### config.mk
export PLATFORM = sky130hd
export DESIGN_NAME = fallthrough_small_fifo
export DESIGN_NICKNAME = d
export VERILOG_FILES = /design/src/rtl/fallthrough_small_fifo_pkg.sv /design/src/rtl/fallthrough_small_fifo_fifo_mem.sv /design/src/rtl/fallthrough_small_fifo.sv
export SDC_FILE = /design/constraint.sdc
export NUM_CORES = 1
export LEC_CHECK = 0
export BUFFER_PORTS_ARGS = -buffer_cell sky130_fd_sc_hd__buf_2
export CAP_MARGIN = 5
export CORE_UTILIZATION = 50
export CTS_BUF_LIST = sky130_fd_sc_hd__clkbuf_16
export DETAILED_ROUTE_END_ITERATION = 12
export PLACE_DENSITY = 0.72
export SLEW_MARGIN = 20
export SYNTH_ARGS = -nofsm -noshare
export SYNTH_HDL_FRONTEND = slang
export SYNTH_SLANG_ARGS = --single-unit
### constraint.sdc
create_clock -name clk -period 7.75 [get_ports clk]
set_input_delay 0.3875 -clock clk [delete_from_list [all_inputs] [get_ports clk]]
set_output_delay 0.3875 -clock clk [all_outputs]
set_load 0.005 [all_outputs]
### src/rtl/fallthrough_small_fifo_pkg.sv
// Purpose: shared sizing helpers for the data-path blocks (ceil-log2 for pointer/address widths).
// Latency: n/a (constant functions only).
// Backpressure: n/a.
package fallthrough_small_fifo_pkg;

   // Ceil-log2, never below 1, so that a 1-entry memory still gets a legal 1-bit address.
   function automatic int log2(input int n);
      int r;
      r = 1;
      for (int i = 1; i < 31; i++) begin
         if ((1 << i) < n) r = i + 1;
      end
      return r;
   endfunction

endpackage

### src/rtl/fallthrough_small_fifo_fifo_mem.sv
// Purpose: DEPTH x WIDTH register array, one synchronous write port, one asynchronous read port.
// Latency: write visible on rdata the cycle after the write edge; read is combinational.
// Backpressure: none; the caller qualifies we.
// Ports: clk, we/waddr/wdata (write), raddr/rdata (read).
module fifo_mem
   import fallthrough_small_fifo_pkg::*;
#(
   parameter int WIDTH  = 72,
   parameter int DEPTH  = 8,
   parameter int ADDR_W = log2(DEPTH)
) (
   input  logic              clk,
   input  logic              we,
   input  logic [ADDR_W-1:0] waddr,
   input  logic [WIDTH-1:0]  wdata,
   input  logic [ADDR_W-1:0] raddr,
   output logic [WIDTH-1:0]  rdata
);

   logic [WIDTH-1:0] mem [DEPTH];

   // No reset on storage: contents are don't-care until written, and the read
   // must stay asynchronous so the head word falls through without a bubble.
   always_ff @(posedge clk) begin
      if (we) mem[waddr] <= wdata;
   end

   assign rdata = mem[raddr];

endmodule

### src/rtl/fallthrough_small_fifo.sv
// Purpose: first-word-fall-through FIFO; head word always on dout while not empty.
// Latency: write-to-dout 1 cycle; pop-to-next-word 0 bubbles; flags one edge after cause.
// Backpressure: writes while full are dropped; upstream throttles on nearly_full, reads while empty ignored.
// Ports: clk, reset (async active-low), din/wr_en, rd_en/dout, full/nearly_full/prog_full/empty.
module fallthrough_small_fifo
   import fallthrough_small_fifo_pkg::*;
#(
   parameter int WIDTH               = 72,
   parameter int MAX_DEPTH_BITS      = 3,
   parameter int PROG_FULL_THRESHOLD = (2 ** MAX_DEPTH_BITS) - 1
) (
   input  logic             clk,
   input  logic             reset,
   input  logic [WIDTH-1:0] din,
   input  logic             wr_en,
   input  logic             rd_en,
   output logic [WIDTH-1:0] dout,
   output logic             full,
   output logic             nearly_full,
   output logic             prog_full,
   output logic             empty
);

   localparam int DEPTH = 2 ** MAX_DEPTH_BITS;
   localparam int CNT_W = MAX_DEPTH_BITS + 1;

   localparam logic [CNT_W-1:0] CNT_FULL   = CNT_W'(DEPTH);
   localparam logic [CNT_W-1:0] CNT_NEARLY = CNT_W'(DEPTH - 1);
   localparam logic [CNT_W-1:0] CNT_PROG   = CNT_W'(PROG_FULL_THRESHOLD);

   logic [MAX_DEPTH_BITS-1:0] wr_ptr;
   logic [MAX_DEPTH_BITS-1:0] rd_ptr;
   logic [CNT_W-1:0]          count;
   logic                      wr_ok;
   logic                      rd_ok;

   // Both qualifiers look at the pre-edge flags, so a write while full is
   // dropped even when a pop happens on the same edge.
   assign wr_ok = wr_en && !full;
   assign rd_ok = rd_en && !empty;

   fifo_mem #(
      .WIDTH (WIDTH),
      .DEPTH (DEPTH)
   ) u_mem (
      .clk   (clk),
      .we    (wr_ok),
      .waddr (wr_ptr),
      .wdata (din),
      .raddr (rd_ptr),
      .rdata (dout)
   );

   // Pointers wrap naturally: DEPTH is a power of two.
   always_ff @(posedge clk or negedge reset) begin
      if (!reset) begin
         wr_ptr <= '0;
         rd_ptr <= '0;
         count  <= '0;
      end else begin
         if (wr_ok) wr_ptr <= wr_ptr + MAX_DEPTH_BITS'(1);
         if (rd_ok) rd_ptr <= rd_ptr + MAX_DEPTH_BITS'(1);
         case ({wr_ok, rd_ok})
            2'b10:   count <= count + CNT_W'(1);
            2'b01:   count <= count - CNT_W'(1);
            default: count <= count;
         endcase
      end
   end

   // Flags come only from the registered count, never from wr_en/rd_en.
   assign empty       = (count == '0);
   assign full        = (count == CNT_FULL);
   assign nearly_full = (count >= CNT_NEARLY);
   assign prog_full   = (count >= CNT_PROG);

endmodule

# --- Word-level counts from Yosys, hierarchy flattened ---
# Memory sizes are Yosys's and may differ from the RTL's.
# Cells that the tools add are included.
word_totals:
  wordCells: 21
  ramBits: 576
  output_inout_bits: 76
  register_bits: 10
  n_memories: 1
memory_table:
  columns: ["memory", "depth", "word_bits", "rd", "rd_clocked_by_memory_dff", "write_ports", "line", "source"]
  rows:
  - ["u_mem.mem", 8, 72, 1, 0, 1, "fallthrough_small_fifo_fifo_mem.sv:20", "logic [WIDTH-1:0] mem [DEPTH];"]
classes:
  n_eq_ne: 3
  order_cmp: 1
  n_addsub: 4
  n_mux: 3
  reduce_logical: 6
ops:
  columns: ["cell", "n"]
  rows:
  - ["$pmux W4 S2", 1]
  - ["$add A3 B1 Y3 const B", 2]
  - ["$add A4 B1 Y4 const B", 1]
  - ["$eq A4 B4 Y1 const B", 1]
  - ["$ge A4 B3 Y1 const B", 1]
  - ["$logic_not A4 Y1", 1]
  - ["$sub A4 B1 Y4 const B", 1]
  - ["$eq A2 B1 Y1 const B", 1]
  - ["$eq A2 B2 Y1 const B", 1]
  - ["$logic_and A1 B1 Y1", 2]
  - ["$logic_not A1 Y1", 2]
  - ["$mux W1", 2]
  - ["$reduce_bool A2 Y1", 1]

# --- Logic depth before layout (Yosys ltp) ---
depth:
  depth_word: 5
  depth_mapped: 8
  depth_no_buf: 7

# --- Cells and area by module ---
# Synthesis repeated with hierarchy kept, for this count alone.
hier_totals:
  hier_cells: 904
  area_unflattened_um2: 22572.9
by_module_without_submodules:
  columns: ["mod", "n_inst", "cells_per_inst", "area_per_inst_um2", "seq_area_each_um2"]
  rows:
  - ["fifo_mem", 1, 845, 21927.3, 17296.6]
  - ["fallthrough_small_fifo", 1, 59, 645.6, 250.2]

# --- Worst setup path after synthesis ---
# OpenSTA, ideal clock, no wires.
synth_path:
  path_type: "reg-to-reg"
  start: "reg count[3]"
  end: "mem u_mem.mem[1][0], enable pin"
  period_less_slack_ns: 6.285
  path_buffers: 0
  required_ns: 7.160
  t_arrival_ns: 5.695
  path_stages_with_launch: 4
  path_slack_ns: 1.465
  cell_sequence: "dfrtp_1 or4b_1 nand3_1 nor3_1"
synth_via:
  elab_chain_len: 5
synth_rtl:
  columns: ["element", "line", "source"]
  rows:
  - ["start, declared", "fallthrough_small_fifo.sv:33", "logic [CNT_W-1:0] count;"]
  - ["start signal, assigned", "fallthrough_small_fifo.sv:64", "2'b10: count <= count + CNT_W'(1);"]
  - ["start signal, assigned", "fallthrough_small_fifo.sv:65", "2'b01: count <= count - CNT_W'(1);"]
  - ["start signal, assigned", "fallthrough_small_fifo.sv:66", "default: count <= count;"]
  - ["$eq A4 B4 Y1", "fallthrough_small_fifo.sv:73", "assign full = (count == CNT_FULL);"]
  - ["$logic_not A1 Y1", "fallthrough_small_fifo.sv:39", "assign wr_ok = wr_en && !full;"]
  - ["$logic_and A1 B1 Y1", "fallthrough_small_fifo.sv:39", null]
  - ["$mux W1", "fallthrough_small_fifo_fifo_mem.sv:25", "if (we) mem[waddr] <= wdata;"]
  - ["$mux W1 (implied by the code)", "fallthrough_small_fifo_fifo_mem.sv:25", null]
  - ["end, declared", "fallthrough_small_fifo_fifo_mem.sv:20", null]
# Every way passes these cells.

# --- Worst setup path in the final report ---
layout_path:
  start: "reg rd_ptr[1]"
  end: "out dout[49]"
layout_via:
  elab_chain_len: 1
layout_rtl:
  columns: ["element", "line", "source"]
  rows:
  - ["start, declared", "fallthrough_small_fifo.sv:32", "logic [MAX_DEPTH_BITS-1:0] rd_ptr;"]
  - ["start signal, assigned", "fallthrough_small_fifo.sv:62", "if (rd_ok) rd_ptr <= rd_ptr + MAX_DEPTH_BITS'(1);"]
  - ["$mem_v2 Z8 W72", null, null]
  - ["end, declared", "fallthrough_small_fifo.sv:17", "output logic [WIDTH-1:0] dout,"]
# Every way passes these cells.

==> reports/metrics.yaml <==
sta:
  setup_viol: 0
  relSlewSlack_pct: 31.1
  fin_crit_sh_pct: 48.5
  skew_ps: 13.0
  tns_ps: 0
  tightest_slew_ps: 1030
  fmax_ghz: 0.266
  rsz0062_at_grt: "no"
  period_needed_ps: 3760
  hold_viol: 0
  drv_slew: 0
synthesis:
  seq_area_frac_synth_pct: 78.4
  synth_nets: 984
  synth_flop_cell: "edfxtp_1"
  yosys.area.top_type_share_pct: 77.3
  synth_cells: 902
  yosysWarningCount: 0
  synth_area_um2: 22400
  synth.top_cells.by_area: "edfxtp_1 77%, mux4_2 14%, mux2_2 2.2%, mux2_4 2.0%, dfrtp_1 1.1%"
  yosysMostFrequentCell: "edfxtp_1"
  synth_common_cells: "576 x edfxtp_1, 144 x mux4_2, 43 x mux2_2"
  synth-edff-count: 576
  syn_avg_cell_area_um2: 24.8
  synth_seq_cells: 586
  synthArstFlopShare_pct: 1.71
  synth_top_cell_by_area: "edfxtp_1"
  synth.distinct_cells: 36
clock_network:
  postCtsSetupBuffers: 0
  cts_root_buffer: "clkbuf_16"
  clock_latency_ps: 600
  clock-sinks: 586
  htreeDepth: 2
  cts_made_buffers: 56
  cts.path.max_buffers: 3
  cts.reportedPaths.clkPinSlew_ps: 60
  cts_tree: "yes"
  cts_resized: 0
global_route:
  grt_pass1_vias: 10200
  grt_pass1_wl_um: 62600
  grt_antenna_before_repair: 9
  grt_usage_pct: 18.9
  gr-total-overflow: 0
  grt_start_max_net_pins: 99
power_and_ir_drop:
  p_switching_mw: 2.64
  ir_drop_uv: 227
  seq_power_share_pct: 44.5
  intPower_mw: 6.94
  p_sw_share_pct: 27.6
  powerDensity_nw_per_um2: 373
  p_leak_nw: 8.43
  pwr-share-comb_pct: 28.1
  clkPwrFrac_pct: 27.4
worst_hold_path:
  hold_path_end: "u_mem.mem[0][39]"
  min_from: "din[39]"
  worstHoldPathType: "in2reg"
  holdPathStages: 1
routing:
  route.vias.total: 9767
  wl_um: 41900
  viasPerCell: 5.65
  ant_nets: 0
  drt-initial-drc-count: 704
  drcViolationCount: 0
  wl_per_cell_um: 24.2
  dr.pass1.iters: 5
finish:
  nNetsFinal: 1167
  syn2layout_area_growth_pct: 14.7
  fill_cells: 3175
  final_layout_size_suffix_gt1_share_pct: 42.1
  final_util_pct: 58.0
die:
  die-area_um2: 45600
  fp.dieW_um: 214
  rows: 77
  coreArea_um2: 44200
  ioPinCount: 152
  initial_core_util_pct: 50.6
  die_h_um: 214
worst_setup_path:
  cp.arrival_ps: 3370
  worstPathRequired_ps: 7360
  crit_path_max_fanout: 78
  critPathCaptureType: "output pin"
  criticalPathCategory: "reg2out"
  crit_path_start_kind: "flop"
  r2r_cells: 4
  r2r_slack_ps: 4500
  r2r-start: "count[0]"
  r2r-end: "u_mem.mem[3][21]"
outcome:
  status: "completed"
flow_run:
  max-cap-violations: 0
place:
  portBuffers: 151
  hpwl_um: 21400
  gp_congestion: 0.715
[layout by cell type (no fill, tap or decap), types with 3 or more instances in the layout]
master       n
edfxtp_1   576
buf_2      151
mux4_2     144
clkbuf_16   57
mux2_2      43
mux2_4      30
clkinv_1    19
inv_1       12
buf_4       12
clkinv_2     9
nand2_1      7
dfrtp_1      7
diode_2      6
nor2_4       6
xnor2_1      5
ha_1         5
bufinv_16    5
nand3_1      4
inv_6        4
nor3b_1      3
dfrtp_4      3
[state kept, by name, indices dropped and copies added (netlist names)]
signal	flops
count	4
rd_ptr	3
wr_ptr	3
u_mem.mem	576
[critical path, cell delays in order (launching register included)]
cell	delay, ps
dfrtp_4	1090
buf_6	720
mux4_2	420
mux2_2	290
buf_2	140
[through the flow]
stage	total power, mW	setup slack, ps	std cells	instance area, um^2	hold WS [ps]
floorplan	6.19	1460	902	22400	91.9
global placement	7.03	4250	1616	23800	281
detailed placement	7.08	4320	1616	23800	281
CTS	9.71	3670	1722	25600	13.1
global route	10.0	3850	1725	25700	24.0
finish	9.58	3990	1730	25700	45.3
[metal layers]
layer	vias up	share of wire [%]	global-route usage, %
met5	-	0.14	0
met4	8	1.8	4.90
met3	63	5.5	4.72
met2	228	49	30.6
met1	5228	43	25.9
li1	4240	-	-
[logic make-up (layout without fill, tap and decap cells)]
family	after synthesis	count (layout)	share of synthesized area (%)
xor gates and xnor gates	6	6	0.235
buffers and inverters	49	279	1.22
and+or+nand+nor	28	28	0.660
DFF	586	586	78.4
AOI/OAI and AO/OA	8	8	0.302
other	0	6	0
muxes	219	219	18.8
adders and majority gates	6	6	0.369
[worst max-delay path by stage]
| stage | startpoint | slack [ps] | cells past startpoint | to |
|---|---|---|---|---|
| final | rd_ptr[1] | 3990 | 4 | dout[49] |
| after global placement | rd_ptr[1] | 4250 | 4 | dout[53] |
| after global routing | rd_ptr[1] | 3850 | 4 | dout[53] |
| after floorplan | count[3] | 1460 | 3 | u_mem.mem[1][0] |
| after CTS | rd_ptr[0] | 3670 | 4 | dout[60] |
| after detailed placement | rd_ptr[0] | 4320 | 4 | dout[53] |
[cell type report]
| class | instances | area [um^2] | share of cell area [%] |
|---|---|---|---|
| Clock buffer | 57 | 1430 | 5.56 |
| Antenna cell | 6 | 15.0 | 0.0585 |
| Sequential cell | 586 | 17600 | 68.4 |
| Clock inverter | 48 | 360 | 1.40 |
| Multi-Input combinational cell | 267 | 4600 | 17.9 |
| Timing Repair Buffer | 168 | 942 | 3.67 |
| Inverter | 6 | 22.5 | 0.0877 |
| Tap cell | 592 | 741 | 2.89 |
[power groups by stage]
stage | Sequential, mW | Clock [mW] | Combinational, mW
global route | 4.31 | 2.79 | 2.92
finish | 4.26 | 2.63 | 2.69
floorplan | 4.18 | 0 | 2.01
CTS | 4.33 | 2.68 | 2.70
detailed placement | 4.39 | 0 | 2.69
global placement | 4.37 | 0 | 2.66
[what timing repair did]
action / in CTS / in global routing
hold buffers: 1 / 0
endpoints found under the setup margin: 0 / 0
hold endpoints to repair: 10 / 0
No activity file was read; power rests on OpenSTA's default activity.
